### config.mk
export PLATFORM = sky130hd
export DESIGN_NAME = ram_bist_ctrl_flat
export DESIGN_NICKNAME = d
export VERILOG_FILES = /design/src/rtl/ram_bist_pkg.sv /design/src/rtl/ram_bist_if.sv /design/src/rtl/ram_bist_pattern.sv /design/src/rtl/ram_bist_ctrl.sv /design/src/flat_wrapper.sv
export SDC_FILE = /design/constraint.sdc
export NUM_CORES = 1
export LEC_CHECK = 0
export CAP_MARGIN = 5
export CELL_PAD_IN_SITES_DETAIL_PLACEMENT = 1
export CELL_PAD_IN_SITES_GLOBAL_PLACEMENT = 2
export CORE_ASPECT_RATIO = 0.6
export CORE_MARGIN = 4
export CORE_UTILIZATION = 35
export CTS_CLUSTER_SIZE = 25
export DETAILED_ROUTE_END_ITERATION = 6
export DONT_BUFFER_PORTS = 1
export GPL_ROUTABILITY_DRIVEN = 0
export GPL_TIMING_DRIVEN = 1
export PLACE_DENSITY = 0.78
export SYNTH_ARGS = -nofsm -noshare
export SYNTH_HDL_FRONTEND = slang
export SYNTH_HIERARCHICAL = 1
export SYNTH_SLANG_ARGS = --single-unit
### constraint.sdc
create_clock -name clk -period 2.4 [get_ports clk]
set_input_delay 0.48 -clock clk [delete_from_list [all_inputs] [get_ports clk]]
set_output_delay 0.48 -clock clk [all_outputs]
set_load 0.05 [all_outputs]
### src/rtl/ram_bist_pkg.sv
// rtl/ram_bist_pkg.sv - shared types and constants for the RAM BIST controller
package ram_bist_pkg;

  typedef enum logic [2:0] {
    IDLE  = 3'd0,
    WRITE = 3'd1,
    READ  = 3'd2,
    DRAIN = 3'd3,
    DONE  = 3'd4
  } state_e;

  typedef enum logic [1:0] {
    PAT_ZERO = 2'b00,
    PAT_ONES = 2'b01,
    PAT_CHK  = 2'b10,
    PAT_ADDR = 2'b11
  } pat_e;

  localparam logic [7:0] CHK_EVEN = 8'hAA;
  localparam logic [7:0] CHK_ODD  = 8'h55;

endpackage

### src/rtl/ram_bist_if.sv
// rtl/ram_bist_if.sv - single-port RAM access bus between BIST initiator and RAM
interface ram_bist_if #(
  parameter int ADDR_W = 5,
  parameter int DATA_W = 8
);
  logic [ADDR_W-1:0] ram_addr;
  logic [DATA_W-1:0] ram_data;
  logic              ram_wren;
  logic [DATA_W-1:0] ram_q;

  modport master (output ram_addr, ram_data, ram_wren, input ram_q);
  modport slave  (input ram_addr, ram_data, ram_wren, output ram_q);
endinterface

### src/rtl/ram_bist_pattern.sv
// rtl/ram_bist_pattern.sv - combinational test pattern generator: (pattern, address) -> data
module ram_bist_pattern
  import ram_bist_pkg::*;
#(
  parameter int ADDR_W = 5,
  parameter int DATA_W = 8
) (
  input  pat_e              sel_i,
  input  logic [ADDR_W-1:0] addr_i,
  output logic [DATA_W-1:0] data_o
);

  always_comb begin
    data_o = '0;
    case (sel_i)
      PAT_ZERO: data_o = '0;
      PAT_ONES: data_o = '1;
      PAT_CHK:  data_o = addr_i[0] ? DATA_W'(CHK_ODD) : DATA_W'(CHK_EVEN);
      PAT_ADDR: data_o = DATA_W'(addr_i);
      default:  data_o = '0;
    endcase
  end

endmodule

### src/rtl/ram_bist_ctrl.sv
// rtl/ram_bist_ctrl.sv - write/read-back BIST sweep over a single-port synchronous RAM
module ram_bist_ctrl
  import ram_bist_pkg::*;
#(
  parameter int ADDR_W = 5,
  parameter int DATA_W = 8,
  parameter int RD_LAT = 1
) (
  input  logic              clk,
  input  logic              rst,
  input  logic              start_i,
  input  logic [1:0]        pattern_sel_i,
  ram_bist_if.master        ram,
  output logic              busy_o,
  output logic              done_o,
  output logic              pass_o,
  output logic [ADDR_W-1:0] err_addr_o,
  output logic [ADDR_W:0]   err_count_o
);

  localparam int CNT_W = ADDR_W + 1;
  localparam logic [ADDR_W-1:0] ADDR_MAX = '1;

  state_e            state_q, state_d;
  pat_e              sel_q, sel_d;
  logic [ADDR_W-1:0] addr_q, addr_d;
  logic [DATA_W-1:0] data_q, data_d;
  logic              wren_q, wren_d;
  logic [1:0]        drain_q, drain_d;
  logic [CNT_W-1:0]  err_count_q, err_count_d;
  logic [ADDR_W-1:0] err_addr_q, err_addr_d;
  logic              pass_q, pass_d;
  logic [RD_LAT-1:0] pipe_vld_q;
  logic [ADDR_W-1:0] pipe_addr_q [RD_LAT];
  logic [DATA_W-1:0] cmp_data;

  ram_bist_pattern #(.ADDR_W(ADDR_W), .DATA_W(DATA_W)) u_wr_pat (
    .sel_i (sel_d),
    .addr_i(addr_d),
    .data_o(data_d)
  );

  ram_bist_pattern #(.ADDR_W(ADDR_W), .DATA_W(DATA_W)) u_cmp_pat (
    .sel_i (sel_q),
    .addr_i(pipe_addr_q[RD_LAT-1]),
    .data_o(cmp_data)
  );

  always_ff @(posedge clk) begin
    if (rst) begin
      state_q     <= IDLE;
      sel_q       <= PAT_ZERO;
      addr_q      <= '0;
      data_q      <= '0;
      wren_q      <= 1'b0;
      drain_q     <= '0;
      err_count_q <= '0;
      err_addr_q  <= '0;
      pass_q      <= 1'b0;
      pipe_vld_q  <= '0;
      for (int i = 0; i < RD_LAT; i++) pipe_addr_q[i] <= '0;
    end else begin
      state_q     <= state_d;
      sel_q       <= sel_d;
      addr_q      <= addr_d;
      data_q      <= data_d;
      wren_q      <= wren_d;
      drain_q     <= drain_d;
      err_count_q <= err_count_d;
      err_addr_q  <= err_addr_d;
      pass_q      <= pass_d;
      // Tag each read address so its data is checked exactly RD_LAT cycles later.
      pipe_vld_q[0]  <= (state_q == READ);
      pipe_addr_q[0] <= addr_q;
      for (int i = 1; i < RD_LAT; i++) begin
        pipe_vld_q[i]  <= pipe_vld_q[i-1];
        pipe_addr_q[i] <= pipe_addr_q[i-1];
      end
    end
  end

  always_comb begin
    state_d     = state_q;
    sel_d       = sel_q;
    addr_d      = addr_q;
    wren_d      = 1'b0;
    drain_d     = drain_q;
    err_count_d = err_count_q;
    err_addr_d  = err_addr_q;
    pass_d      = pass_q;

    if (pipe_vld_q[RD_LAT-1] && (ram.ram_q != cmp_data)) begin
      err_count_d = err_count_q + CNT_W'(1);
      if (err_count_q == '0) err_addr_d = pipe_addr_q[RD_LAT-1];
    end

    case (state_q)
      IDLE, DONE: begin
        if (start_i) begin
          state_d     = WRITE;
          sel_d       = pat_e'(pattern_sel_i);
          addr_d      = '0;
          wren_d      = 1'b1;
          err_count_d = '0;
          err_addr_d  = '0;
          pass_d      = 1'b0;
        end
      end
      WRITE: begin
        wren_d = 1'b1;
        if (addr_q == ADDR_MAX) begin
          state_d = READ;
          addr_d  = '0;
          wren_d  = 1'b0;
        end else begin
          addr_d = addr_q + ADDR_W'(1);
        end
      end
      READ: begin
        if (addr_q == ADDR_MAX) begin
          state_d = DRAIN;
          drain_d = '0;
        end else begin
          addr_d = addr_q + ADDR_W'(1);
        end
      end
      DRAIN: begin
        if (drain_q == 2'(RD_LAT - 1)) begin
          state_d = DONE;
          pass_d  = (err_count_d == '0);
        end else begin
          drain_d = drain_q + 2'd1;
        end
      end
      default: state_d = IDLE;
    endcase
  end

  assign ram.ram_addr = addr_q;
  assign ram.ram_data = data_q;
  assign ram.ram_wren = wren_q;

  assign busy_o      = (state_q == WRITE) || (state_q == READ) || (state_q == DRAIN);
  assign done_o      = (state_q == DONE);
  assign pass_o      = pass_q;
  assign err_addr_o  = err_addr_q;
  assign err_count_o = err_count_q;

endmodule

### src/flat_wrapper.sv
// flat-port wrapper written by rule: the top's interface ports become plain ports
module ram_bist_ctrl_flat import ram_bist_pkg::*;
#(
  parameter int ADDR_W = 5,
  parameter int DATA_W = 8,
  parameter int RD_LAT = 1
)
  (clk, rst, start_i, pattern_sel_i, busy_o, done_o, pass_o, err_addr_o, err_count_o, ram_ram_addr, ram_ram_data, ram_ram_wren, ram_ram_q);
  ram_bist_if #(.ADDR_W(ADDR_W), .DATA_W(DATA_W)) ram_i ();
  input  logic clk;
  input  logic rst;
  input  logic start_i;
  input  logic [1:0] pattern_sel_i;
  output logic busy_o;
  output logic done_o;
  output logic pass_o;
  output logic [ADDR_W-1:0] err_addr_o;
  output logic [ADDR_W:0] err_count_o;
  output wire logic [$bits(ram_i.ram_addr)-1:0] ram_ram_addr;
  output wire logic [$bits(ram_i.ram_data)-1:0] ram_ram_data;
  output wire logic [$bits(ram_i.ram_wren)-1:0] ram_ram_wren;
  input wire logic [$bits(ram_i.ram_q)-1:0] ram_ram_q;
  assign ram_ram_addr = ram_i.ram_addr;
  assign ram_ram_data = ram_i.ram_data;
  assign ram_ram_wren = ram_i.ram_wren;
  assign ram_i.ram_q = ram_ram_q;
  ram_bist_ctrl #(.ADDR_W(ADDR_W), .DATA_W(DATA_W), .RD_LAT(RD_LAT)) u_core (.clk(clk), .rst(rst), .start_i(start_i), .pattern_sel_i(pattern_sel_i), .ram(ram_i), .busy_o(busy_o), .done_o(done_o), .pass_o(pass_o), .err_addr_o(err_addr_o), .err_count_o(err_count_o));
endmodule
==> results.sh, run 1 <==
export IMPL_grt_use_total=0.164
export IMPL_yosysUniqueCellTypes=39
export IMPL_hold_violations=0
export IMPL_htreeDepth=2
export IMPL_drt_iter0_drc=70
export IMPL_die_w_microns=104
export IMPL_vias=1562
export IMPL_grt_overflow=0
export IMPL_synth_top_cell_by_area="dfxtp_1"
export IMPL_status="complete, no violations"
export IMPL_hold_ws_ns=0.246
export IMPL_clk_pin_slew_ns=0.08
export IMPL_period_minus_slack_ns=2.17
export IMPL_dp_hpwl_mm=4.07
export IMPL_timing_worst_setup_path_type="reg -> reg"
export IMPL_die_y_microns=65.8
export IMPL_cap_violations=0
export IMPL_drv_slew=0
export IMPL_io_buffers=0
export IMPL_vias_per_cell=5.17
export IMPL_wire_per_inst_microns=17.4
export IMPL_core_sq_mm=0.00523
export IMPL_synth_seq_cells=39
export IMPL_relSlewSlack=0.573
export IMPL_fmax_ghz=0.462
export IMPL_synth_area_sq_mm=0.00195
export IMPL_antenna_found_initial=0
export IMPL_worst_pin_slew_ns=0.631
export IMPL_hold_path_class="in -> reg"
export IMPL_synthArstFlopShare=0
export IMPL_fin_nets=255
export IMPL_cts_tree="yes"
export IMPL_synth_area_leaders="dfxtp_1 (40%), nor2b_1 (6.1%), nor2_1 (5.2%), mux2i_1 (5.1%), xor2_1 (4.9%)"
export IMPL_synth_flop_cell="dfxtp_1"
export IMPL_p_leak_nw=0.868
export IMPL_worstSetupStartpointType="flop"
export IMPL_critPathCaptureType="flop"
export IMPL_syn_area_per_cell_sq_um=8.97
export IMPL_vdd_ir_drop_max_uv=268
export IMPL_synth_common_cells="dfxtp_1 (39), nor2_1 (27), nor2b_1 (19)"
export IMPL_initial_core_util=0.372
export IMPL_synth_top_cell_area_share=0.401
export IMPL_rows=20
export IMPL_period_share=0.903
export IMPL_grt_pass1_wl_mm=8.66
export IMPL_syn_nets=237
export IMPL_io_pins=41
export IMPL_finClkSkew_ns=0.00564
export IMPL_dr_pass1_iters=4
export IMPL_clock_path_buffers=2
export IMPL_p_per_area_mw_per_mm2=601
export IMPL_wirelength_mm=5.24
export IMPL_num_antenna_cells=0
export IMPL_yosys_cell_count_top_type="dfxtp_1"
export IMPL_critical_path_required_ns=2.62
export IMPL_critical_path_max_fanout=7
export IMPL_finalSetupViolations=0
export IMPL_synth_warning_count=6
export IMPL_drive_gt1_frac=0.174
export IMPL_postCtsHoldBufs=0
export IMPL_synth_seq_area_share=0.401
export IMPL_grt_max_degree=32
export IMPL_ant_nets=0
export IMPL_cts_buffers=5
export IMPL_r2r_cells=9
export IMPL_drc=0
export IMPL_die_area_sq_mm=0.00686
export IMPL_rsz0062_at_grt="no"
export IMPL_arrival_ns=2.38
export IMPL_grt_pass1_vias=1585
export IMPL_clock_sinks=39
export IMPL_utilization=0.427
export IMPL_worst_skew_pair_late_latency_ns=0.30
export IMPL_synth_edf_count=0
export IMPL_fin_setup_tns_ns=0
export IMPL_hold_depth=1
export IMPL_synthCells=217
export IMPL_areaGrowthSynthToFinish_pct=14.7
export IMPL_cts_root_buf="clkbuf_8"
-- worst max-delay path, cell delays in order (launching register included) --
cell	delay, ns
dfxtp_1	0.48
nand2_2	0.14
o22a_1	0.24
xor2_1	0.18
nor4_2	0.27
buf_4	0.19
a21oi_1	0.07
buf_4	0.16
mux2i_1	0.12
o31ai_1	0.24
-- report_power, final --
group / switching (W) / total [W] / internal [W]
Clock: 0.000252 / 0.000454 / 0.000202
Sequential: 0.0000659 / 0.000735 / 0.000669
Combinational: 0.0000884 / 0.000153 / 0.0000647
-- final cells by class --
cell class	instances	area, sq um
clock inverters	3	20.0
inverters	9	33.8
flip-flops and latches	39	787
clock buffers	5	68.8
repair buffers	20	150
multi-input cells	160	1090
fillers	619	3000
well taps	66	82.6
-- state kept, by name (all words and copies together) (netlist names) --
name,flops
u_core/ram.ram_wren,1
u_core/ram.ram_data,8
u_core/drain_q,2
u_core/pipe_vld_q,1
u_core/pass_o,1
u_core/sel_q,2
u_core/state_q,3
u_core/err_addr_o,5
u_core/err_count_o,6
u_core/ram.ram_addr,5
u_core/pipe_addr_q,5
-- path summary, 6_finish.rpt --
kind / from / endpoint / slack [ns]
max: u_core/sel_q[1] / u_core/pass_o / 0.23
min: rst / u_core/ram.ram_addr[2] / 0.25
max reg2reg: u_core/sel_q[1] / u_core/pass_o / 0.23
min reg2reg: u_core/drain_q[1] / u_core/drain_q[1] / 0.52
-- routing by layer --
metal | GRT usage | share of wire
met2 | 0.217 | 0.37
met1 | 0.243 | 0.56
met5 | 0 | 0
met4 | 0.0498 | 0.0092
met3 | 0.0585 | 0.064
-- cell usage in the layout, fill, tap and decap left out, types with 2 or more instances in the layout --
master      synthesis  layout
a221o_1             2       2
clkinvlp_4          0       2
ha_1                7       7
nor4_1              2       2
nor2b_1            19      19
a21oi_1             8       8
dfxtp_1            39      34
o22a_1              8       8
mux2i_1            10      10
nor2_1             27      27
nand2_2             2       2
nand2b_1            6       6
o21ai_0             5       5
dfxtp_2             0       5
mux2_2              2       2
nand4b_1            2       2
o21ai_1             2       2
buf_4               2      20
xor2_1             11      11
xnor2_1             7       7
clkbuf_8            0       5
a22oi_1             2       2
nand3_1             7       7
a22o_1              2       2
inv_1               9       9
and2_1              5       5
nor3b_1             2       2
nand2_1            10      10
nor4_2              2       2
-- stage by stage --
stage | area [sq um] | total power, W | worst slack, ns | instances
after global routing | 2230 | 0.00141 | 0.00702 | 302
final | 2230 | 0.00134 | 0.233 | 302
after CTS | 2230 | 0.00136 | 0.159 | 302
after detailed placement | 2140 | 0.000903 | 0.226 | 294
after global placement | 2140 | 0.000900 | 0.249 | 294
after floorplan | 1950 | 0.000873 | 0.0202 | 217
-- logic make-up (layout without fill, tap and decap cells) --
family	after synthesis	after routing	share of synthesized area
multiplexers	12	12	0.0630
XOR/XNOR	18	18	0.0810
adder cells (fa/ha/maj)	7	7	0.0450
AO/OA/AOI/OAI	33	33	0.120
buffers and inverters	18	37	0.0392
flip-flops	39	39	0.401
AND/OR/NAND/NOR	90	90	0.251
-- timing repair --
item                                    4_1_cts  5_1_grt
gates resized for setup                       0        2
endpoints found under the setup margin        0        2
setup buffers                                 0        0
Power figures use the tool's default switching activity.
==> run 2, diff against run 1 <==
==> constraint.sdc (replaced) <==
create_clock -name clk -period 2.3 [get_ports clk]
set_input_delay 0.46 -clock clk [delete_from_list [all_inputs] [get_ports clk]]
set_output_delay 0.46 -clock clk [all_outputs]
set_load 0.05 [all_outputs]
==> results.sh, run 2 (synthesis results as in run 1) <==
export IMPL_wire_per_inst_microns=17.0
export IMPL_worst_skew_pair_late_latency_ns=0.29
export IMPL_vdd_ir_drop_max_uv=412
export IMPL_min_delay_start="rst"
export IMPL_r2r_cells=11
export IMPL_clk_pin_slew_ns=0.09
export IMPL_dr_pass1_iters=4
export IMPL_r2r_start="u_core/ram.ram_addr[0]"
export IMPL_vias=1560
export IMPL_combPwrFrac=0.108
export IMPL_grt_overflow=0
export IMPL_critPathSlowestCell="dfxtp_4"
export IMPL_grt_pass1_vias=1658
export IMPL_critical_path_max_fanout=5
export IMPL_cts_root_buf="clkbuf_8"
export IMPL_core_sq_mm=0.00523
export IMPL_total_power_w=0.00150
export IMPL_postCtsHoldBufs=0
export IMPL_r2r_end="u_core/ram.ram_data[4]"
export IMPL_wirelength_mm=5.16
export IMPL_clock_sinks=39
export IMPL_drv_slew=0
export IMPL_critPathTopFamily="adder cells"
export IMPL_fmax_ghz=0.470
export IMPL_grt_use_total=0.162
export IMPL_p_per_area_mw_per_mm2=658
export IMPL_grt_max_degree=32
export IMPL_dp_hpwl_mm=4.02
export IMPL_critPathCaptureType="flop"
export IMPL_p_seq_frac=0.511
export IMPL_relSlewSlack=0.552
export IMPL_arrival_ns=2.32
export IMPL_largest_register_ffs=8
export IMPL_htreeDepth=2
export IMPL_rows=20
export IMPL_die_y_microns=65.8
export IMPL_die_area_sq_mm=0.00686
export IMPL_rsz0062_at_grt="no"
export IMPL_period_minus_slack_ns=2.13
export IMPL_fin_setup_tns_ns=0
export IMPL_p_sw_frac=0.272
export IMPL_ant_nets=0
export IMPL_timing_worst_setup_path_type="reg -> reg"
export IMPL_initial_core_util=0.372
export IMPL_drive_gt1_frac=0.190
export IMPL_clockPowerShare=0.381
export IMPL_antenna_found_initial=0
export IMPL_drt_iter0_drc=75
export IMPL_slowest_delay_ns=0.35
export IMPL_fill_cells=615
export IMPL_areaGrowthSynthToFinish_pct=16.9
export IMPL_clock_path_buffers=2
export IMPL_cts_buffers=5
export IMPL_critical_path_required_ns=2.49
export IMPL_cts_tree="yes"
export IMPL_final_cell_mix="dfxtp_1 (33), nor2_1 (27), buf_4 (21)"
export IMPL_io_pins=41
export IMPL_net_switching_power_w=0.000407
export IMPL_p_leak_nw=0.885
export IMPL_post_cts_buffers=0
export IMPL_grt_pass1_wl_mm=8.69
export IMPL_multi_input_area_sq_mm=0.00110
export IMPL_finClkSkew_ns=0.0117
export IMPL_seq_area_sq_um=793
export IMPL_num_antenna_cells=0
export IMPL_regToRegSetupSlack_ns=0.17
export IMPL_hold_depth=1
export IMPL_die_w_microns=104
export IMPL_vias_per_cell=5.15
export IMPL_cap_violations=0
export IMPL_hold_path_class="in -> reg"
export IMPL_min_to="u_core/ram.ram_addr[2]"
export IMPL_cp_cell_sequence="ha_2 > nand3_1 > inv_1 > ha_1 > inv_1 > ha_1 > nor2_1 > a221o_1 > and2_4 > o22a_1 > nor2b_1"
export IMPL_worst_pin_slew_ns=0.664
export IMPL_io_buffers=0
export IMPL_final_common_cell="dfxtp_1"
export IMPL_post_cts_resize_count=0
export IMPL_drc=0
export IMPL_period_share=0.926
export IMPL_path_buf_inv=2
export IMPL_status="complete, no violations"
export IMPL_hold_violations=0
export IMPL_power_internal_w=0.00109
export IMPL_fin_nets=256
export IMPL_worstSetupStartpointType="flop"
export IMPL_finalSetupViolations=0
-- run 2: metal layers --
metal  global-route usage  up-vias  share of wire
met4               0.0299        0         0.0043
met3               0.0566        2          0.062
met2                0.227       30           0.39
met1                0.236      747           0.55
met5                    0        -              0
li1                     -      781              -
-- run 2: how the worst max path moves through the flow --
stage	slack (ns)	from	cells past startpoint	endpoint
2_1_floorplan	0.01	u_core/ram.ram_addr[0]	11	u_core/ram.ram_data[2]
3_3_place_gp	0.19	u_core/sel_q[0]	8	u_core/err_count_o[5]
3_5_place_dp	0.11	u_core/sel_q[0]	8	u_core/err_count_o[5]
4_1_cts	0.06	u_core/sel_q[0]	8	u_core/err_count_o[5]
5_1_grt	0.006	u_core/ram.ram_addr[0]	11	u_core/ram.ram_data[5]
6_report	0.17	u_core/ram.ram_addr[0]	11	u_core/ram.ram_data[4]
-- run 2: power groups by stage --
| stage | sequential (W) | clock, W | combinational, W |
|---|---|---|---|
| 6_report | 0.000766 | 0.000570 | 0.000161 |
| 5_1_grt | 0.000770 | 0.000631 | 0.000179 |
| 4_1_cts | 0.000765 | 0.000588 | 0.000159 |
| 3_5_place_dp | 0.000781 | 0 | 0.000158 |
| 3_3_place_gp | 0.000781 | 0 | 0.000157 |
| 2_1_floorplan | 0.000784 | 0 | 0.000125 |
-- run 2: cell type report --
cell class / instances / area share
clock inverter: 2 / 0.0165
sequential: 39 / 0.349
timing repair buffer: 21 / 0.0693
clock buffer: 6 / 0.0319
multi-input combinational: 160 / 0.483
inverter: 9 / 0.0148
tap: 66 / 0.0363
-- run 2: worst register-to-register path, delay by kind of cell, from the launching register on --
kind	cells	cell delay [ns]
flops	1	0.35
fa+ha+maj	3	0.60
buf+inv	2	0.12
simple gates	4	0.46
compound gates	2	0.50
-- run 2: stage by stage --
step           cells  hold WS [ns]  utilization  worst slack, ns  area [sq um]
5_1_grt          303         0.201        0.435          0.00567          2280
2_1_floorplan    217         0.464            -           0.0119          1960
3_3_place_gp     295         0.492        0.412            0.191          2150
6_report         303         0.223        0.435            0.171          2280
4_1_cts          303         0.212        0.433           0.0645          2260
3_5_place_dp     295         0.500        0.412            0.106          2150
==> run 3, diff against run 2 <==
==> constraint.sdc (replaced) <==
create_clock -name clk -period 2.2 [get_ports clk]
set_input_delay 0.44 -clock clk [delete_from_list [all_inputs] [get_ports clk]]
set_output_delay 0.44 -clock clk [all_outputs]
set_load 0.05 [all_outputs]
==> results.sh, run 3 (synthesis results as in run 1) <==
export IMPL_combPwrFrac=0.118
export IMPL_drc=0
export IMPL_dp_hpwl_mm=4.05
export IMPL_path_depth=11
export IMPL_vias_per_cell=5.18
export IMPL_drive_gt1_frac=0.206
export IMPL_vdd_ir_drop_max_uv=257
export IMPL_final_common_cell="dfxtp_1"
export IMPL_cts_root_buf="clkbuf_8"
export IMPL_num_antenna_cells=0
export IMPL_grt_use_total=0.163
export IMPL_worst_pin_slew_ns=0.549
export IMPL_postCtsHoldBufs=0
export IMPL_finClkSkew_ns=0.00902
export IMPL_utilization=0.437
export IMPL_antenna_found_initial=1
export IMPL_die_y_microns=65.8
export IMPL_final_cell_mix="dfxtp_1 (33), nor2_1 (27), buf_4 (22)"
export IMPL_p_leak_nw=0.872
export IMPL_hold_depth=1
export IMPL_p_per_area_mw_per_mm2=643
export IMPL_areaGrowthSynthToFinish_pct=17.5
export IMPL_period_minus_slack_ns=2.05
export IMPL_power_internal_w=0.00103
export IMPL_r2r_cells=11
export IMPL_clock_path_buffers=2
export IMPL_r2r_start="u_core/ram.ram_addr[0]"
export IMPL_timing_worst_setup_path_type="reg -> reg"
export IMPL_htreeDepth=2
export IMPL_wire_per_inst_microns=17.1
export IMPL_setup_worst_path_start="u_core/ram.ram_addr[0]"
export IMPL_cap_violations=0
export IMPL_cts_tree="yes"
export IMPL_fin_setup_tns_ns=0
export IMPL_critical_path_max_fanout=5
export IMPL_grt_max_degree=32
export IMPL_cts_buffers=5
export IMPL_wirelength_mm=5.21
export IMPL_drt_iter0_drc=80
export IMPL_die_w_microns=104
export IMPL_fin_nets=257
export IMPL_min_delay_start="rst"
export IMPL_dr_pass1_iters=4
export IMPL_critPathTopFamily="adder cells"
export IMPL_clk_pin_slew_ns=0.09
export IMPL_die_area_sq_mm=0.00686
export IMPL_post_cts_buffers=0
export IMPL_worst_skew_pair_late_latency_ns=0.30
export IMPL_clockPowerShare=0.337
export IMPL_p_sw_frac=0.302
export IMPL_io_pins=41
export IMPL_cp_cell_sequence="ha_4 > nand3_2 > inv_2 > ha_4 > inv_1 > ha_1 > nor2_1 > a221o_1 > and2_4 > o22a_1 > nor2b_1"
export IMPL_critical_path_required_ns=2.39
export IMPL_fmax_ghz=0.487
export IMPL_net_switching_power_w=0.000444
export IMPL_critPathSlowestCell="dfxtp_4"
export IMPL_core_sq_mm=0.00523
export IMPL_largest_register_ffs=8
export IMPL_slowest_delay_ns=0.36
export IMPL_rsz0062_at_grt="no"
export IMPL_hold_violations=0
export IMPL_grt_pass1_vias=1628
export IMPL_status="complete, no violations"
export IMPL_io_buffers=0
export IMPL_arrival_ns=2.25
export IMPL_initial_core_util=0.372
export IMPL_clock_sinks=39
export IMPL_finalSetupViolations=0
export IMPL_relSlewSlack=0.633
export IMPL_post_cts_resize_count=0
export IMPL_grt_pass1_wl_mm=8.60
export IMPL_vias=1575
export IMPL_path_buf_inv=2
export IMPL_rows=20
export IMPL_ant_nets=0
export IMPL_worstSetupStartpointType="flop"
export IMPL_drv_slew=0
export IMPL_grt_overflow=0
export IMPL_p_seq_frac=0.545
export IMPL_fill_cells=623
export IMPL_cpMostUsedCell="ha_4"
export IMPL_hold_path_class="in -> reg"
export IMPL_period_share=0.933
export IMPL_critPathCaptureType="flop"
-- run 3: worst paths after layout --
kind                             to  slack (ns)
max          u_core/ram.ram_data[2]        0.15
min reg2reg       u_core/drain_q[1]        0.50
max reg2reg  u_core/ram.ram_data[2]        0.15
min          u_core/ram.ram_data[7]        0.20
-- run 3: metal layers --
layer / part of all wire / vias up / global-route usage / wire (microns)
met5: 0.0023 / - / 0 / 12
met2: 0.37 / 30 / 0.213 / 1930
met4: 0.0094 / 2 / 0.0547 / 49
li1: - / 784 / - / -
met3: 0.050 / 6 / 0.0566 / 263
met1: 0.57 / 753 / 0.243 / 2950
-- run 3: final cells by class --
type	count	area, sq um	area share
clock buffers	5	68.8	0.0301
clock inverters	3	20.0	0.00875
inverters	9	33.8	0.0148
multi-input cells	160	1120	0.491
flip-flops and latches	39	793	0.347
well taps	66	82.6	0.0361
repair buffers	22	165	0.0722
-- run 3: power groups by stage --
stage | clock network (W) | registers, W | logic, W
3_5_place_dp | 0 | 0.000818 | 0.000172
5_1_grt | 0.000553 | 0.000804 | 0.000196
4_1_cts | 0.000522 | 0.000802 | 0.000174
2_1_floorplan | 0 | 0.000821 | 0.000132
3_3_place_gp | 0 | 0.000818 | 0.000171
6_report | 0.000496 | 0.000801 | 0.000174
-- run 3: stage by stage --
| stage | area, sq um | hold slack [ns] | power, W | setup slack [ns] | cells |
|---|---|---|---|---|---|
| floorplan | 1980 | 0.464 | 0.000953 | 0.00761 | 217 |
| global placement | 2190 | 0.490 | 0.000989 | 0.0822 | 296 |
| detailed placement | 2190 | 0.490 | 0.000990 | 0.0732 | 296 |
| CTS | 2280 | 0.186 | 0.00150 | 0.0395 | 304 |
| global route | 2290 | 0.173 | 0.00155 | 0.00677 | 304 |
| finish | 2290 | 0.199 | 0.00147 | 0.147 | 304 |
